File: config.mk
export PLATFORM = sky130hd
export DESIGN_NAME = mult_requester
export DESIGN_NICKNAME = d
export VERILOG_FILES = /design/src/rtl/mult_requester_pkg.sv /design/src/rtl/mult_requester_req_fifo.sv /design/src/rtl/mult_requester.sv
export SDC_FILE = /design/constraint.sdc
export NUM_CORES = 1
export LEC_CHECK = 0
export BUFFER_PORTS_ARGS = -buffer_cell sky130_fd_sc_hd__buf_2
export CAP_MARGIN = 20
export CORE_ASPECT_RATIO = 1.75
export CORE_MARGIN = 4
export CORE_UTILIZATION = 40
export CTS_BUF_LIST = sky130_fd_sc_hd__clkbuf_4 sky130_fd_sc_hd__clkbuf_8 sky130_fd_sc_hd__clkbuf_16
export CTS_CLUSTER_DIAMETER = 40
export DETAILED_ROUTE_END_ITERATION = 8
export GPL_TIMING_DRIVEN = 0
export REMOVE_ABC_BUFFERS = 1
export SLEW_MARGIN = 40
export SYNTH_ARGS = -nofsm -noshare
export SYNTH_HDL_FRONTEND = slang
export SYNTH_SLANG_ARGS = --single-unit
File: constraint.sdc
create_clock -name Clock -period 7.95 [get_ports Clock]
set_clock_uncertainty 0.05 [all_clocks]
set_input_delay 1.59 -clock Clock [delete_from_list [all_inputs] [get_ports Clock]]
set_output_delay 1.59 -clock Clock [all_outputs]
set_load 0.02 [all_outputs]
File: src/rtl/mult_requester_pkg.sv
// rtl/mult_requester_pkg.sv - shared types and defaults for the multiplier requester
package mult_requester_pkg;

  localparam int DEF_WIDTH      = 32;
  localparam int DEF_FIFO_DEPTH = 4;
  localparam int DEF_TIMEOUT    = 128;

  typedef enum logic [1:0] {
    REQ_IDLE    = 2'd0,
    REQ_ISSUE   = 2'd1,
    REQ_ACK     = 2'd2,
    REQ_RELEASE = 2'd3
  } reqState_t;

  // The multiplier product is always twice the operand width.
  function automatic int prodWidth(input int width);
    return 2 * width;
  endfunction

endpackage

File: src/rtl/mult_requester_req_fifo.sv
// rtl/mult_requester_req_fifo.sv - operand-pair buffer ahead of the issue state machine
module req_fifo
  import mult_requester_pkg::*;
#(
  parameter int DW    = prodWidth(DEF_WIDTH),
  parameter int DEPTH = DEF_FIFO_DEPTH
) (
  input  logic          clk,
  input  logic          resetn,
  input  logic          push,
  input  logic          pop,
  input  logic [DW-1:0] din,
  output logic [DW-1:0] dout,
  output logic          full,
  output logic          empty
);

  localparam int AW = $clog2(DEPTH);

  logic [DW-1:0] mem [DEPTH];
  logic [AW-1:0] wrPtr;
  logic [AW-1:0] rdPtr;
  logic [AW:0]   count;
  logic [AW:0]   countNext;
  logic          doPush;
  logic          doPop;

  // A push into a full buffer is only allowed when the head leaves in the same cycle.
  assign doPop  = pop && !empty;
  assign doPush = push && (!full || doPop);
  assign dout   = mem[rdPtr];

  // Occupancy after this cycle; simultaneous push and pop leave it unchanged.
  always_comb begin
    countNext = count;
    if (doPush && !doPop) begin
      countNext = count + 1'b1;
    end else if (doPop && !doPush) begin
      countNext = count - 1'b1;
    end
  end

  // Storage array carries no reset; pointers and flags decide what is valid.
  always_ff @(posedge clk) begin
    if (doPush) begin
      mem[wrPtr] <= din;
    end
  end

  // Pointers wrap naturally because the depth is a power of two; flags are registered.
  always_ff @(posedge clk) begin
    if (!resetn) begin
      wrPtr <= '0;
      rdPtr <= '0;
      count <= '0;
      full  <= 1'b0;
      empty <= 1'b1;
    end else begin
      if (doPush) begin
        wrPtr <= wrPtr + 1'b1;
      end
      if (doPop) begin
        rdPtr <= rdPtr + 1'b1;
      end
      count <= countNext;
      full  <= (countNext == (AW + 1)'(DEPTH));
      empty <= (countNext == '0);
    end
  end

endmodule

File: src/rtl/mult_requester.sv
// rtl/mult_requester.sv - issues buffered operand pairs to the multiplier and captures products
module mult_requester
  import mult_requester_pkg::*;
#(
  parameter int WIDTH      = DEF_WIDTH,
  parameter int FIFO_DEPTH = DEF_FIFO_DEPTH,
  parameter int TIMEOUT    = DEF_TIMEOUT
) (
  input  logic                          Clock,
  input  logic                          Reset,
  input  logic                          iLoad,
  input  logic [WIDTH-1:0]              iOperand_A,
  input  logic [WIDTH-1:0]              iOperand_B,
  output logic                          oFull,
  output logic                          oValid_Data,
  output logic [WIDTH-1:0]              oData_A,
  output logic [WIDTH-1:0]              oData_B,
  input  logic                          iDone,
  input  logic [prodWidth(WIDTH)-1:0]   iProd,
  output logic                          oAck,
  output logic [prodWidth(WIDTH)-1:0]   oResult,
  output logic                          oResult_Valid,
  output logic                          oBusy,
  output logic                          oTimeout
);

  localparam int PW = prodWidth(WIDTH);
  localparam int CW = $clog2(TIMEOUT);
  localparam logic [CW-1:0] CNT_LIMIT = CW'(TIMEOUT - 1);

  reqState_t state;
  reqState_t stateNext;

  logic [CW-1:0]      waitCnt;
  logic [CW-1:0]      waitCntNext;
  logic               validNext;
  logic [WIDTH-1:0]   dataANext;
  logic [WIDTH-1:0]   dataBNext;
  logic               ackNext;
  logic [PW-1:0]      resultNext;
  logic               resultValidNext;
  logic               timeoutNext;

  logic               fifoPush;
  logic               fifoPop;
  logic               fifoFull;
  logic               fifoEmpty;
  logic [2*WIDTH-1:0] fifoDin;
  logic [2*WIDTH-1:0] fifoDout;

  assign fifoDin  = {iOperand_A, iOperand_B};
  assign fifoPush = iLoad && (!fifoFull || fifoPop);
  assign oFull    = fifoFull;

  req_fifo #(
    .DW    (2 * WIDTH),
    .DEPTH (FIFO_DEPTH)
  ) uReqFifo (
    .clk    (Clock),
    .resetn (Reset),
    .push   (fifoPush),
    .pop    (fifoPop),
    .din    (fifoDin),
    .dout   (fifoDout),
    .full   (fifoFull),
    .empty  (fifoEmpty)
  );

  // Next state and next output values; every register holds unless a transition changes it.
  always_comb begin
    stateNext       = state;
    fifoPop         = 1'b0;
    waitCntNext     = waitCnt;
    validNext       = oValid_Data;
    dataANext       = oData_A;
    dataBNext       = oData_B;
    ackNext         = 1'b0;
    resultNext      = oResult;
    resultValidNext = 1'b0;
    timeoutNext     = oTimeout;
    unique case (state)
      REQ_IDLE: begin
        // iDone is deliberately not looked at here.
        if (!fifoEmpty) begin
          fifoPop     = 1'b1;
          stateNext   = REQ_ISSUE;
          dataANext   = fifoDout[2*WIDTH-1:WIDTH];
          dataBNext   = fifoDout[WIDTH-1:0];
          validNext   = 1'b1;
          waitCntNext = '0;
        end
      end
      REQ_ISSUE: begin
        // A product arriving on the last allowed cycle still wins over the abort.
        if (iDone) begin
          stateNext       = REQ_ACK;
          resultNext      = iProd;
          resultValidNext = 1'b1;
          ackNext         = 1'b1;
          validNext       = 1'b0;
        end else if (waitCnt == CNT_LIMIT) begin
          stateNext   = REQ_IDLE;
          validNext   = 1'b0;
          timeoutNext = 1'b1;
        end else begin
          waitCntNext = waitCnt + 1'b1;
        end
      end
      REQ_ACK: begin
        stateNext = REQ_RELEASE;
      end
      REQ_RELEASE: begin
        // Wait for the multiplier to drop iDone so one product is never acknowledged twice.
        if (!iDone) begin
          stateNext = REQ_IDLE;
        end
      end
      default: begin
        stateNext = REQ_IDLE;
      end
    endcase
  end

  // State, counter and all outputs are registered; reset clears everything from any state.
  always_ff @(posedge Clock) begin
    if (!Reset) begin
      state         <= REQ_IDLE;
      waitCnt       <= '0;
      oValid_Data   <= 1'b0;
      oData_A       <= '0;
      oData_B       <= '0;
      oAck          <= 1'b0;
      oResult       <= '0;
      oResult_Valid <= 1'b0;
      oBusy         <= 1'b0;
      oTimeout      <= 1'b0;
    end else begin
      state         <= stateNext;
      waitCnt       <= waitCntNext;
      oValid_Data   <= validNext;
      oData_A       <= dataANext;
      oData_B       <= dataBNext;
      oAck          <= ackNext;
      oResult       <= resultNext;
      oResult_Valid <= resultValidNext;
      oBusy         <= (stateNext != REQ_IDLE);
      oTimeout      <= timeoutNext;
    end
  end

endmodule

**Yosys cells after proc, flatten, opt, wreduce, memory -nomap -nowiden**

Memory sizes are Yosys's and may differ from the RTL's. A register that Yosys moved wholly into a read port is not among the register bits.
Index checks and enable logic that the tools add are counted.

- Add/subtract/negate cells: 5
- Eq/ne operators: 9
- Mux-type cells: 20
- Bitwise gates (word level): 2
- Reduce and logical (&&, ||, !) cells: 22

Operators by type and width:

| cell | count |
|---|---|
| two-way mux 7 bit | 3 |
| one-hot mux 7 bit (2 select lines) | 1 |
| two-way mux 1 bit | 8 |
| two-way mux 2 bit | 4 |
| one-hot mux 2 bit (4 select lines) | 1 |
| adder 7 x 1 -> 7 bit (second input constant) | 1 |
| == test 7 bit (second input constant) | 1 |
| two-way mux 3 bit | 2 |
| != test 2 bit (second input constant) | 3 |
| AND reduction 2 bit | 3 |
| AND reduction 3 bit | 2 |
| logical AND 1 bit | 5 |
| zero test 1 bit | 5 |
| adder 2 x 1 -> 2 bit (second input constant) | 2 |
| == test 2 bit (second input constant) | 2 |
| AND reduction 4 bit | 1 |
| nonzero test 2 bit | 2 |
| adder 3 x 1 -> 3 bit (second input constant) | 1 |
| == test 3 bit (second input constant) | 1 |
| zero test 3 bit | 1 |
| != test 3 bit (second input constant) | 1 |
| subtractor 3 x 1 -> 3 bit (second input constant) | 1 |
| == test 2 x 1 -> 1 bit (second input constant) | 1 |
| zero test 2 bit | 1 |
| 3 further kinds | 5 |

- Bits in registers: 86
- Bits in writable memories: 256
- Output and inout port bits: 134
- Logic and storage cells: 71
- Memories: 1

Memory list:

| name | depth | bits a word | rd ports | clocked after memory_dff | write ports | RTL line | source |
|---|---|---|---|---|---|---|---|
| uReqFifo.mem | 4 | 64 | 1 | 1 | 1 | mult_requester_req_fifo.sv:20 | `logic [DW-1:0] mem [DEPTH];` |

**Longest topological paths before layout**

- Word-level depth: 10
- Depth in mapped cells: 7

**Hierarchy**

From an unflattened synthesis, not the netlist that was laid out.

- Cells, all modules: 1013
- Area total of the unflattened synthesis: 15155.8 µm²

By module, submodules not included:

| module | instances | cells an instance | area an instance (µm²) | seq. area each (µm²) |
|---|---|---|---|---|
| req_fifo | 1 | 388 | 9789.4 | 7907.6 |
| mult_requester | 1 | 625 | 5366.4 | 2822.7 |

**Worst setup path before layout**

Ideal clock, no wire load.

- Path type: input to register
- Start point: input iLoad
- End point: memory uReqFifo.mem[0][0] in the netlist's numbering, enable pin
- Data arrival time: 3350 ps
- Data required time: 7471 ps
- Setup slack: 4121 ps
- Stages: 2
- Path buffers: 0
- Path through: a21boi_4 -> and2_1

- Cells in the longest elaborated chain, start to end: 4

RTL lines:

| what | RTL line | source |
|---|---|---|
| start: declaration | mult_requester.sv:11 | `input logic iLoad,` |
| logical AND 1 bit | mult_requester.sv:52 | `assign fifoPush = iLoad && (!fifoFull \|\| fifoPop);` |
| logical AND 1 bit | mult_requester_req_fifo.sv:30 | `assign doPush = push && (!full \|\| doPop);` |
| two-way mux 1 bit | mult_requester_req_fifo.sv:45 | `if (doPush) begin` |
| two-way mux 1 bit (implied by the code) | mult_requester_req_fifo.sv:46 | `mem[wrPtr] <= din;` |
| end: declaration | mult_requester_req_fifo.sv:20 |  |

Every way passes these cells.

**Worst setup path after layout**

- Start point: register uReqFifo.full
- End point: output oFull

RTL lines:

| what | RTL line | source |
|---|---|---|
| start: declaration | mult_requester_req_fifo.sv:14 | `output logic full,` |
| start signal: assignment | mult_requester_req_fifo.sv:66 | `full <= (countNext == (AW + 1)'(DEPTH));` |
| end: declaration | mult_requester.sv:14 | `output logic oFull,` |

No word-level cell between the ends.

==> metrics.md <==
| Metric | Value |
|---|---|
| Status | completed |
| Worst path bufs/invs | 1 |
| Final #Nets | 1422 |
| Synthesized flop and latch total | 406 |
| Die Ht | 264 µm |
| Crit end category | primary output |
| Setup TNS | 0 ps |
| Delay-heaviest family, CP | flip-flops |
| Routability cong. | 0.710 |
| Pwr per Cell Area | 330 nW/µm² |
| Synthesized instance count | 1010 |
| Leakage | 6.83 nW |
| RSZ-0062 raised after global routing | no |
| Wire length per cell | 18.4 µm |
| Hold_buf cts | 0 |
| Crit path max fanout | 5 |
| Fin. max-slew vios | 0 |
| Maximum vdd ir drop | 0.189 mV |
| Final Critical Period | 2840 ps |
| Core area | 37000 µm² |
| Avg Inst Size Synth | 14.9 µm² |
| CTS tree | done |
| Hold Vio Cnt, Final | 0 |
| Sequential element share of the synthesized area | 71.1% |
| Starting Density | 40.6% |
| TritonRoute pass-1 iters | 5 |
| First-pass GRT wire length | 51.4 mm |
| Total gr overflow | 0 |
| CTS root buffer | clkbuf_16 |
| Total wire length | 33.1 mm |
| Vias in the first global route | 9029 |
| Share of cells above drive strength 1 | 33.8% |
| DRC violations left | 0 |
| Async SR Flop Fraction | 0% |
| # IOs | 266 |
| Resized cells post-CTS | 0 |
| Maximum number of pins on one net before global-route repair | 82 |
| Top cell type's share of synthesized area | 51.2% |
| Worst EP arrival | 1200 ps |
| Post-synth EDFFs | 256 |
| Antenna violations before repair | 4 |
| Yosys synthesis warning count | 0 |
| Port bufs | 265 |
| Worst Hold Class | register to register |
| HPWL after DPL | 21.3 mm |
| Clk Latency, worst-skew pair | 540 ps |
| Site row count | 93 |
| Max-slew headroom | 51.8% |
| FMAX | 0.352 GHz |
| Area leader, netlist | edfxtp_1 |
| WP data required | 6310 ps |
| Setup Fix Bufs, Post-CTS | 0 |
| Post-synth top flop | edfxtp_1 |
| Fillers | 3205 |
| H-tree levels | 2 |
| Via-to-Cell Ratio | 4.92 |
| Via count | 8831 |
| Crit path cell chain | buf_2 |
| Starting DRT DRC Count | 471 |
| Post-Syn Area | 15000 µm² |
| CP Class | register to primary output |
| Clk buf depth | 3 |
| CTS sink cnt | 406 |
| Num CTS Buffers | 43 |
| Die Area | 40900 µm² |
| Die W | 155 µm |
| Synth top area cells | edfxtp_1 (51%), dfxtp_1 (20%), mux4_2 (9.6%) |
| Layout area overhead | 23.4% |
| Crit path launch type | register |
| Part of the cycle the worst path needs | 35.7% |
| Yosys cell types | 43 |
| Number of max-cap violations | 0 |
| Slowest cell delay on critical path | 440 ps |
| Final setup vio count | 0 |
| Crit-path slowest cell | dfxtp_1 |
| Post-Route Utilization | 50.1% |
| Most frequent cells in the layout | nand2_1 (264), buf_2 (264), edfxtp_1 (256), dfxtp_1 (148), a21boi_0 (128) |
| Antenna violation net count after detailed routing | 0 |
| GRT Overall Usage | 16.0% |
| Reg clk slew, reported paths | 60 ps |
| Worst-Margin Slew | 721 ps |
-- power by group --
part	total [mW]	switching (mW)	internal, mW
Clock	1.96	0.843	1.11
Combinational	1.49	0.857	0.629
Sequential	2.68	0.156	2.52
Total	6.12	1.86	4.26
-- per-layer routing --
metal  vias to the layer above  track usage, %  wire [µm]
met5                         -               0         13
met4                         2            5.35        898
met3                        57            2.86       1640
met2                       220            29.6      17900
met1                      4330            18.7      12700
li1                       4222               -          -
-- Yosys cell counts, types with 4 or more instances --
cell type,instances
ha_1,7
nor2_1,7
xnor2_1,4
inv_1,6
edfxtp_1,256
a21boi_0,128
o21ai_0,4
and2_1,9
buf_2,13
buf_4,6
a21boi_1,4
clkbuf_1,35
nand2_1,265
dfxtp_1,150
nor2b_1,4
mux4_2,64
mux2i_1,5
-- sequential cells by signal, indices dropped and copies added, names as in the netlist --
register / count
oData_B: 32
uReqFifo.full: 1
uReqFifo.rdPtr: 2
uReqFifo.mem: 256
oValid_Data: 1
oResult: 64
oData_A: 32
waitCnt: 7
uReqFifo.count: 3
oTimeout: 1
oBusy: 1
uReqFifo.empty: 1
uReqFifo.wrPtr: 2
state: 2
oResult_Valid: 1
-- area by class of cell --
type / count / area (µm²) / share of cell area, %
Inverter: 6 / 22.5 / 0.121
Clock buffer: 51 / 1170 / 6.32
Clock inverter: 29 / 248 / 1.34
Multi-Input combinational cell: 538 / 4060 / 21.9
Timing Repair Buffer: 288 / 1750 / 9.44
Antenna cell: 2 / 5.00 / 0.0270
Sequential cell: 406 / 10700 / 57.7
Tap cell: 475 / 594 / 3.20
-- worst paths after layout --
path / start / endpoint / slack (ps) / depth (start not counted)
setup / recovery: uReqFifo.full / oFull / 5110 / 1
setup reg to reg: state[1] / uReqFifo.mem[0][39] / 5490 / 5
hold / removal: oData_A[11] / oData_A[11] / 410 / 2
hold reg to reg: oData_A[11] / oData_A[11] / 410 / 2
-- per-stage QoR --
stage | instances | hold slack, ps | setup slack, ps | cell area [µm²] | power [mW]
2_1_floorplan | 950 | 415 | 4070 | 14700 | 3.65
3_5_place_dp | 1713 | 398 | 4760 | 17100 | 4.25
4_1_cts | 1793 | 412 | 5060 | 18500 | 6.24
5_1_grt | 1794 | 429 | 5050 | 18500 | 6.45
3_3_place_gp | 1690 | 389 | 1490 | 16700 | 4.21
6_report | 1795 | 405 | 5110 | 18500 | 6.12
-- logic make-up (layout without fill, tap and decap cells) --
| logic type | Yosys count | after routing | synth area share, % |
|---|---|---|---|
| simple gates | 305 | 305 | 8.24 |
| buf+inv | 66 | 374 | 2.06 |
| mux | 70 | 70 | 10.1 |
| compound gates | 149 | 149 | 7.49 |
| flops | 406 | 406 | 71.1 |
| xor+xnor | 7 | 7 | 0.408 |
| fa+ha+maj | 7 | 7 | 0.583 |
| other cells | 0 | 2 | 0 |
(Power assumes the default switching activity.)
